## src/rtl/snake_step_scheduler.sv

```systemverilog
// rtl/snake_step_scheduler.sv - per-tick move sequencer with serial collision scan for the two-snake core
module snake_step_scheduler #(
    parameter int MAX_LEN         = 15,
    parameter int MAX_LEN_BIT_LEN = 4,
    parameter int CLK_DIV_NUM     = 1250
) (
    input  logic                       clk_raw,
    input  logic                       rst_n,
    input  logic [12:0]                keystroke,
    input  logic [9:0]                 head1,
    input  logic [9:0]                 head2,
    input  logic [MAX_LEN_BIT_LEN-1:0] len1,
    input  logic [MAX_LEN_BIT_LEN-1:0] len2,
    input  logic [9:0]                 food1,
    input  logic [9:0]                 food2,
    output logic                       seg_rd_sel,
    output logic [MAX_LEN_BIT_LEN-1:0] seg_rd_idx,
    input  logic [9:0]                 seg_rd_data,
    output logic [9:0]                 next_head1,
    output logic [9:0]                 next_head2,
    output logic                       step1,
    output logic                       step2,
    output logic                       grow1,
    output logic                       grow2,
    output logic                       dead1,
    output logic                       dead2,
    output logic                       restart,
    output logic                       busy
);

    localparam int IW        = MAX_LEN_BIT_LEN;
    localparam int CNT_W     = $clog2(CLK_DIV_NUM);
    localparam int SCAN_W    = $clog2(2 * MAX_LEN + 1);
    localparam logic [IW:0] MAX_LEN_W = (IW + 1)'(MAX_LEN);

    localparam logic [3:0] DIR_UP    = 4'b0001;
    localparam logic [3:0] DIR_DOWN  = 4'b0010;
    localparam logic [3:0] DIR_LEFT  = 4'b0100;
    localparam logic [3:0] DIR_RIGHT = 4'b1000;

    generate
        if (CLK_DIV_NUM <= 2 * MAX_LEN + 5) begin : g_div_check
            $error("CLK_DIV_NUM too small to fit one full move sequence per tick");
        end
    endgenerate

    typedef enum logic [2:0] {
        S_IDLE,
        S_LATCH,
        S_SCAN,
        S_RESOLVE,
        S_COMMIT
    } state_t;

    state_t state_q, state_d;

    logic [CNT_W-1:0]  cnt_q, cnt_d;
    logic [SCAN_W-1:0] scan_cnt_q, scan_cnt_d;
    logic [3:0]        dir1_q, dir1_d, dir2_q, dir2_d;
    logic [9:0]        nh1_q, nh1_d, nh2_q, nh2_d;
    logic              rd_vld_q, rd_vld_d;
    logic              rd_sel_q, rd_sel_d;
    logic [IW-1:0]     rd_idx_q, rd_idx_d;
    logic              hit1_q, hit1_d, hit2_q, hit2_d;
    logic              dead1_q, dead1_d, dead2_q, dead2_d;
    logic              ks8_q, ks8_d;
    logic              restart_q, restart_d;

    logic          restart_req, pause, two_player, tick;
    logic          scan_issue, scan_sel, seg_ok, head_on;
    logic [IW-1:0] scan_idx;
    logic [3:0]    new_dir1, new_dir2;
    logic          unused_keys;

    // A request is honoured only when exactly one bit is set and it does not reverse the snake.
    function automatic logic [3:0] pick_dir(input logic [3:0] req, input logic [3:0] cur);
        logic       one_hot;
        logic [3:0] reverse;
        one_hot = (req != 4'b0000) && ((req & (req - 4'd1)) == 4'b0000);
        reverse = {cur[2], cur[3], cur[0], cur[1]};
        return (one_hot && (req != reverse)) ? req : cur;
    endfunction

    function automatic logic [9:0] move_head(input logic [9:0] h, input logic [3:0] d);
        logic [4:0] x;
        logic [4:0] y;
        x = h[9:5];
        y = h[4:0];
        if (d[3])      x = x + 5'd1;
        else if (d[2]) x = x - 5'd1;
        else if (d[1]) y = y + 5'd1;
        else if (d[0]) y = y - 5'd1;
        return {x, y};
    endfunction

    assign restart_req = keystroke[8];
    assign pause       = keystroke[9];
    assign two_player  = keystroke[12];
    assign unused_keys = ^keystroke[11:10];

    assign tick     = !pause && (cnt_q == CNT_W'(CLK_DIV_NUM - 1));
    assign new_dir1 = pick_dir(keystroke[3:0], dir1_q);
    assign new_dir2 = pick_dir(keystroke[7:4], dir2_q);

    // Scan slots 0..MAX_LEN-1 read snake1, the next MAX_LEN read snake2, the last slot only drains.
    assign scan_issue = (state_q == S_SCAN) && (scan_cnt_q < SCAN_W'(2 * MAX_LEN));
    assign scan_sel   = scan_cnt_q >= SCAN_W'(MAX_LEN);
    assign scan_idx   = scan_sel ? IW'(scan_cnt_q - SCAN_W'(MAX_LEN)) : IW'(scan_cnt_q);

    assign seg_ok  = rd_vld_q && (rd_idx_q < (rd_sel_q ? len2 : len1)) && (seg_rd_data != 10'h3FF);
    assign head_on = two_player && (nh1_q == nh2_q);

    always_ff @(posedge clk_raw or negedge rst_n) begin
        if (!rst_n) begin
            state_q <= S_IDLE;
        end else begin
            state_q <= state_d;
        end
    end

    always_comb begin
        state_d = state_q;
        case (state_q)
            S_IDLE:    if (tick) state_d = S_LATCH;
            S_LATCH:   state_d = S_SCAN;
            S_SCAN:    if (scan_cnt_q == SCAN_W'(2 * MAX_LEN)) state_d = S_RESOLVE;
            S_RESOLVE: state_d = S_COMMIT;
            S_COMMIT:  state_d = S_IDLE;
            default:   state_d = S_IDLE;
        endcase
        if (restart_req) state_d = S_IDLE;
    end

    always_comb begin
        busy       = (state_q != S_IDLE);
        seg_rd_sel = scan_issue && scan_sel;
        seg_rd_idx = scan_issue ? scan_idx : '0;
        next_head1 = nh1_q;
        next_head2 = nh2_q;
        step1      = (state_q == S_COMMIT) && !dead1_q;
        step2      = (state_q == S_COMMIT) && two_player && !dead2_q;
        grow1      = step1 && ((nh1_q == food1) || (nh1_q == food2)) && ({1'b0, len1} < MAX_LEN_W);
        grow2      = step2 && ((nh2_q == food1) || (nh2_q == food2)) && ({1'b0, len2} < MAX_LEN_W);
        dead1      = dead1_q;
        dead2      = dead2_q;
        restart    = restart_q;
    end

    always_comb begin
        cnt_d      = cnt_q;
        scan_cnt_d = '0;
        dir1_d     = dir1_q;
        dir2_d     = dir2_q;
        nh1_d      = nh1_q;
        nh2_d      = nh2_q;
        rd_vld_d   = 1'b0;
        rd_sel_d   = scan_sel;
        rd_idx_d   = scan_idx;
        hit1_d     = hit1_q;
        hit2_d     = hit2_q;
        dead1_d    = dead1_q;
        dead2_d    = dead2_q;
        ks8_d      = restart_req;
        restart_d  = restart_req && !ks8_q;

        if (!pause) cnt_d = tick ? '0 : cnt_q + 1'b1;

        case (state_q)
            S_LATCH: begin
                dir1_d = new_dir1;
                dir2_d = new_dir2;
                nh1_d  = move_head(head1, new_dir1);
                nh2_d  = move_head(head2, new_dir2);
                hit1_d = 1'b0;
                hit2_d = 1'b0;
            end
            S_SCAN: begin
                scan_cnt_d = scan_cnt_q + 1'b1;
                rd_vld_d   = scan_issue;
                if (seg_ok && (seg_rd_data == nh1_q)) hit1_d = 1'b1;
                if (seg_ok && (seg_rd_data == nh2_q)) hit2_d = 1'b1;
            end
            S_RESOLVE: begin
                dead1_d = dead1_q | hit1_q | head_on;
                dead2_d = dead2_q | (two_player & (hit2_q | head_on));
            end
            default: ;
        endcase

        if (restart_req) begin
            cnt_d      = '0;
            scan_cnt_d = '0;
            dir1_d     = DIR_RIGHT;
            dir2_d     = DIR_LEFT;
            rd_vld_d   = 1'b0;
            hit1_d     = 1'b0;
            hit2_d     = 1'b0;
            dead1_d    = 1'b0;
            dead2_d    = 1'b0;
        end
    end

    always_ff @(posedge clk_raw or negedge rst_n) begin
        if (!rst_n) begin
            cnt_q      <= '0;
            scan_cnt_q <= '0;
            dir1_q     <= DIR_RIGHT;
            dir2_q     <= DIR_LEFT;
            nh1_q      <= '0;
            nh2_q      <= '0;
            rd_vld_q   <= 1'b0;
            rd_sel_q   <= 1'b0;
            rd_idx_q   <= '0;
            hit1_q     <= 1'b0;
            hit2_q     <= 1'b0;
            dead1_q    <= 1'b0;
            dead2_q    <= 1'b0;
            ks8_q      <= 1'b0;
            restart_q  <= 1'b0;
        end else begin
            cnt_q      <= cnt_d;
            scan_cnt_q <= scan_cnt_d;
            dir1_q     <= dir1_d;
            dir2_q     <= dir2_d;
            nh1_q      <= nh1_d;
            nh2_q      <= nh2_d;
            rd_vld_q   <= rd_vld_d;
            rd_sel_q   <= rd_sel_d;
            rd_idx_q   <= rd_idx_d;
            hit1_q     <= hit1_d;
            hit2_q     <= hit2_d;
            dead1_q    <= dead1_d;
            dead2_q    <= dead2_d;
            ks8_q      <= ks8_d;
            restart_q  <= restart_d;
        end
    end

    logic unused_dirs;
    assign unused_dirs = ^{DIR_UP, DIR_DOWN};

endmodule

```

## config.mk

```make
export PLATFORM = sky130hd
export DESIGN_NAME = snake_step_scheduler
export DESIGN_NICKNAME = d
export VERILOG_FILES = /design/src/rtl/snake_step_scheduler.sv
export SDC_FILE = /design/constraint.sdc
export NUM_CORES = 1
export LEC_CHECK = 0
export CORE_MARGIN = 8
export CORE_UTILIZATION = 47
export DETAILED_ROUTE_END_ITERATION = 8
export GPL_ROUTABILITY_DRIVEN = 0
export GPL_TIMING_DRIVEN = 0
export PLACE_DENSITY = 0.78
export SLEW_MARGIN = 20
export SYNTH_ARGS = -nofsm -noshare
export SYNTH_HDL_FRONTEND = slang
export SYNTH_SLANG_ARGS = --single-unit
```

## constraint.sdc

```tcl
create_clock -name clk_raw -period 2.1 [get_ports clk_raw]
set_input_delay 0.42 -clock clk_raw [delete_from_list [all_inputs] [get_ports clk_raw]]
set_output_delay 0.42 -clock clk_raw [all_outputs]
set_load 0.05 [all_outputs]
```

==> impl_metrics.py <==
metrics = {
    "global_routing": {
        "track_usage_pct": 22.7,
        "grt_overflow": 0,
        "grt_pass1_wl_um": 24000,
        "grt_pass1_vias": 4728,
        "grt_max_degree": 60,
        "antenna_found_initial": 0,
    },
    "clocking": {
        "cts_tree": "built",
        "clkSinkCount": 59,
        "numCtsBuffers": 9,
        "cts_max_path_buffers": 2,
        "cts_root_buffer": "clkbuf_8",
        "clkLatencyLatePin_ps": 350,
        "clk_pin_slew_worst_paths_ps": 80,
        "h-tree-depth": 3,
    },
    "timing": {
        "setup_viol": 19,
        "maxSlewHeadroom_pct": 49.7,
        "max_freq_mhz": 390,
        "hold_viol": 0,
        "period_minus_slack_ps": 2560,
        "finalMaxSlewViolations": 0,
        "rsz0062_at_grt": "true",
        "skew_ps": 19.8,
        "fin_crit_sh_pct": 122,
        "setup_slack_ps": -462,
        "tightest_slew_ps": 755,
    },
    "pwr": {
        "power.net_switching_uw": 2820,
        "power_frac_clock_pct": 16.6,
        "power_leakage_uw": 0.00289,
        "peakVddDrop_uv": 477,
        "seqPwrFrac_pct": 26.3,
        "p_sw_share_pct": 45.4,
        "power_uw": 6220,
        "p_per_area_nw_per_um2": 904,
        "comb_power_share_pct": 57.0,
        "intPower_uw": 3390,
    },
    "place": {
        "dpl-instance-area_sq_um": 6010,
        "portBuffers": 97,
        "dp_slack_ps": -968,
        "dp_hpwl_um": 10500,
    },
    "worst_setup_path": {
        "timing.rr.end": "next_head1[4]",
        "cp-start-kind": "register",
        "reg2reg_depth": 7,
        "cpMostUsedCell": "nand2_4",
        "ff2ff_setup_slack_ps": -230,
        "slowest_stage": "dfrtp_1",
        "path_class": "register to output port",
        "critPathRequiredTime_ps": 1680,
        "endpoint_kind": "output port",
        "r2r_start": "dir1_q[3]",
        "path_cells": "ha_2 > and3_4 > ha_4 > nor2_4 > nand2_4 > nand2_4 > xnor2_2 > nor2b_4 > buf_8",
        "critical_path_arrival_ps": 2140,
        "crit_fanout": 5,
        "critPathMaxStageDelay_ps": 400,
    },
    "flow_run": {
        "maxCapViolCount": 0,
    },
    "floorplanning": {
        "die_w_um": 116,
        "rows": 36,
        "start_util_pct": 48.2,
        "coreArea_sq_um": 9680,
        "die-area_sq_um": 13400,
        "die_h_um": 116,
        "ios": 106,
    },
    "cells_and_area": {
        "syn_to_final_growth_pct": 47.3,
        "fillers": 693,
        "final_area_sq_um": 6870,
        "layout-drive-gt1-share_pct": 26.1,
        "n_antenna_cell": 0,
        "final_nets": 774,
    },
    "drt": {
        "vias": 4688,
        "routedWlPerCell_um": 19.0,
        "drc": 0,
        "initialDrtViolationCount": 360,
        "wl_um": 15600,
        "ant_nets": 0,
        "vias_per_cell": 5.70,
        "firstDrtPassIters": 7,
    },
    "yosys": {
        "syn_avg_cell_area_sq_um": 8.59,
        "yosysSeqAreaShare_pct": 31.7,
        "ys_seq_elements": 59,
        "yosys_most_used_dff": "dfrtp_1",
        "synth_cell_type_count": 61,
        "synth_edf_count": 0,
        "syn_nets": 632,
        "yosys_warnings": 0,
        "ys_async_sr_fraction_pct": 100,
        "syn_inst": 543,
        "synth_area_sq_um": 4670,
    },
    "hold_path": {
        "hold_class": "input port to async pin",
    },
    "run_status": {
        "status": "finished with violations",
        "violations": "negative setup slack",
    },
}
-- cell usage after synthesis, types with 6 or more instances --
library cell,instances,area share (%)
nand2_1,46,3.7
ha_1,16,4.3
nor4_1,14,1.9
mux2i_1,23,4.9
o22ai_1,6,0.80
xor2_1,63,12
nor3_1,16,1.7
nor2_1,34,2.7
and2_1,7,0.94
o21ai_0,25,2.7
nor2b_1,10,1.3
inv_1,22,1.8
nand4_1,14,1.9
buf_2,6,0.64
dfrtp_1,57,31
a21oi_1,18,1.9
xnor2_1,38,7.1
nand3_1,20,2.1
clkbuf_1,29,2.3
or3_1,7,0.94
-- what timing repair did --
| item | CTS | global route |
|---|---|---|
| gates resized for setup | 145 | 41 |
| pin swaps | 21 | 17 |
| hold buffers | 0 | 0 |
| setup endpoints to repair | 31 | 39 |
| setup buffers | 31 | 14 |
-- layout make-up --
cell class | count | area, sq um | share of cell area, %
buffer | 30 | 256 | 3.73
timing repair buffer | 142 | 1350 | 19.6
multi-input combinational | 421 | 3340 | 48.5
inverter | 22 | 82.6 | 1.20
tap | 133 | 166 | 2.42
clock buffer | 9 | 124 | 1.80
sequential | 59 | 1490 | 21.7
clock inverter | 7 | 68.8 | 1.00
-- logic make-up (layout without fill, tap and decap cells) --
kind of cell	count (synthesis)	after routing	synth area share (%)
buffers and inverters	63	210	5.55
adders and majority gates	16	16	4.29
DFF	59	59	31.7
xor gates and xnor gates	102	102	19.3
muxes	25	25	5.47
and+or+nand+nor	193	193	21.6
AOI/OAI and AO/OA	85	85	12.1
-- power by group through the flow --
stage | Clock (uW) | Sequential [uW] | Combinational, uW
2_1_floorplan | 0 | 2180 | 1530
3_3_place_gp | 0 | 1540 | 3120
3_5_place_dp | 0 | 1540 | 3200
4_1_cts | 1030 | 1610 | 3420
5_1_grt | 1100 | 1660 | 3740
6_report | 1030 | 1640 | 3540
-- worst max-delay path by stage --
| stage | slack (ps) | start | to |
|---|---|---|---|
| after floorplan | -130 | keystroke[0] | next_head1[4] |
| after global placement | -1350 | rst_n | next_head1[7] |
| after detailed placement | -970 | food1[7] | grow1 |
| after CTS | -340 | scan_cnt_q[1] | seg_rd_idx[1] |
| after global routing | -530 | scan_cnt_q[0] | seg_rd_idx[2] |
| final | -460 | scan_cnt_q[0] | seg_rd_idx[2] |
-- critical path: cells and delay by family (launching register included) --
family                     cells  cell delay (ps)
and+or+nand+nor                5              710
DFF                            1              400
adders and majority gates      2              370
buffers and inverters          1              160
xor gates and xnor gates       1              130
-- through the flow --
stage	hold slack, ps	cells	TNS, ps	util [%]
4_1_cts	161	812	-2410	68.7
3_3_place_gp	381	773	-81380	62.1
3_5_place_dp	397	773	-16380	62.1
6_report	128	823	-3760	71.0
2_1_floorplan	124	543	-370	-
5_1_grt	185	823	-5550	71.0
-- registers in the layout, summed over array words and instances (netlist names) --
register / cells
cnt_q: 11
next_head1: 10
next_head2: 10
scan_cnt_q: 5
dir1_q: 4
dir2_q: 4
rd_idx_q: 4
state_q: 3
dead1: 1
dead2: 1
hit1_q: 1
hit2_q: 1
ks8_q: 1
rd_sel_q: 1
rd_vld_q: 1
restart: 1
-- cell usage in the layout, fill, tap and decap left out, types with 4 or more instances in the layout --
cell type / n
clkdlybuf4s50_1: 72
xor2_1: 57
dfrtp_1: 47
buf_4: 44
nand2_1: 42
xnor2_1: 35
nor2_1: 32
inv_1: 22
nand3_1: 20
o21ai_0: 18
mux2i_1: 16
buf_6: 16
nand4_1: 14
clkbuf_8: 14
ha_1: 14
nor3_1: 13
a21oi_1: 13
nor4_1: 12
dfrtp_2: 10
dlygate4sd2_1: 10
o21ai_1: 8
or3_1: 7
and2_1: 7
clkbuf_2: 6
nor2b_1: 6
xor2_2: 6
a21oi_4: 5
mux2i_2: 5
a22oi_1: 5
nor2b_4: 4
and3_1: 4
nand2b_1: 4
o22ai_1: 4
-- metal layers --
layer	share of wire (%)	track usage (%)
met2	49	39.1
met1	40	28.2
met3	8.9	4.01
met5	0	0
met4	1.9	7.35
No activity file was read; power rests on OpenSTA's default activity.
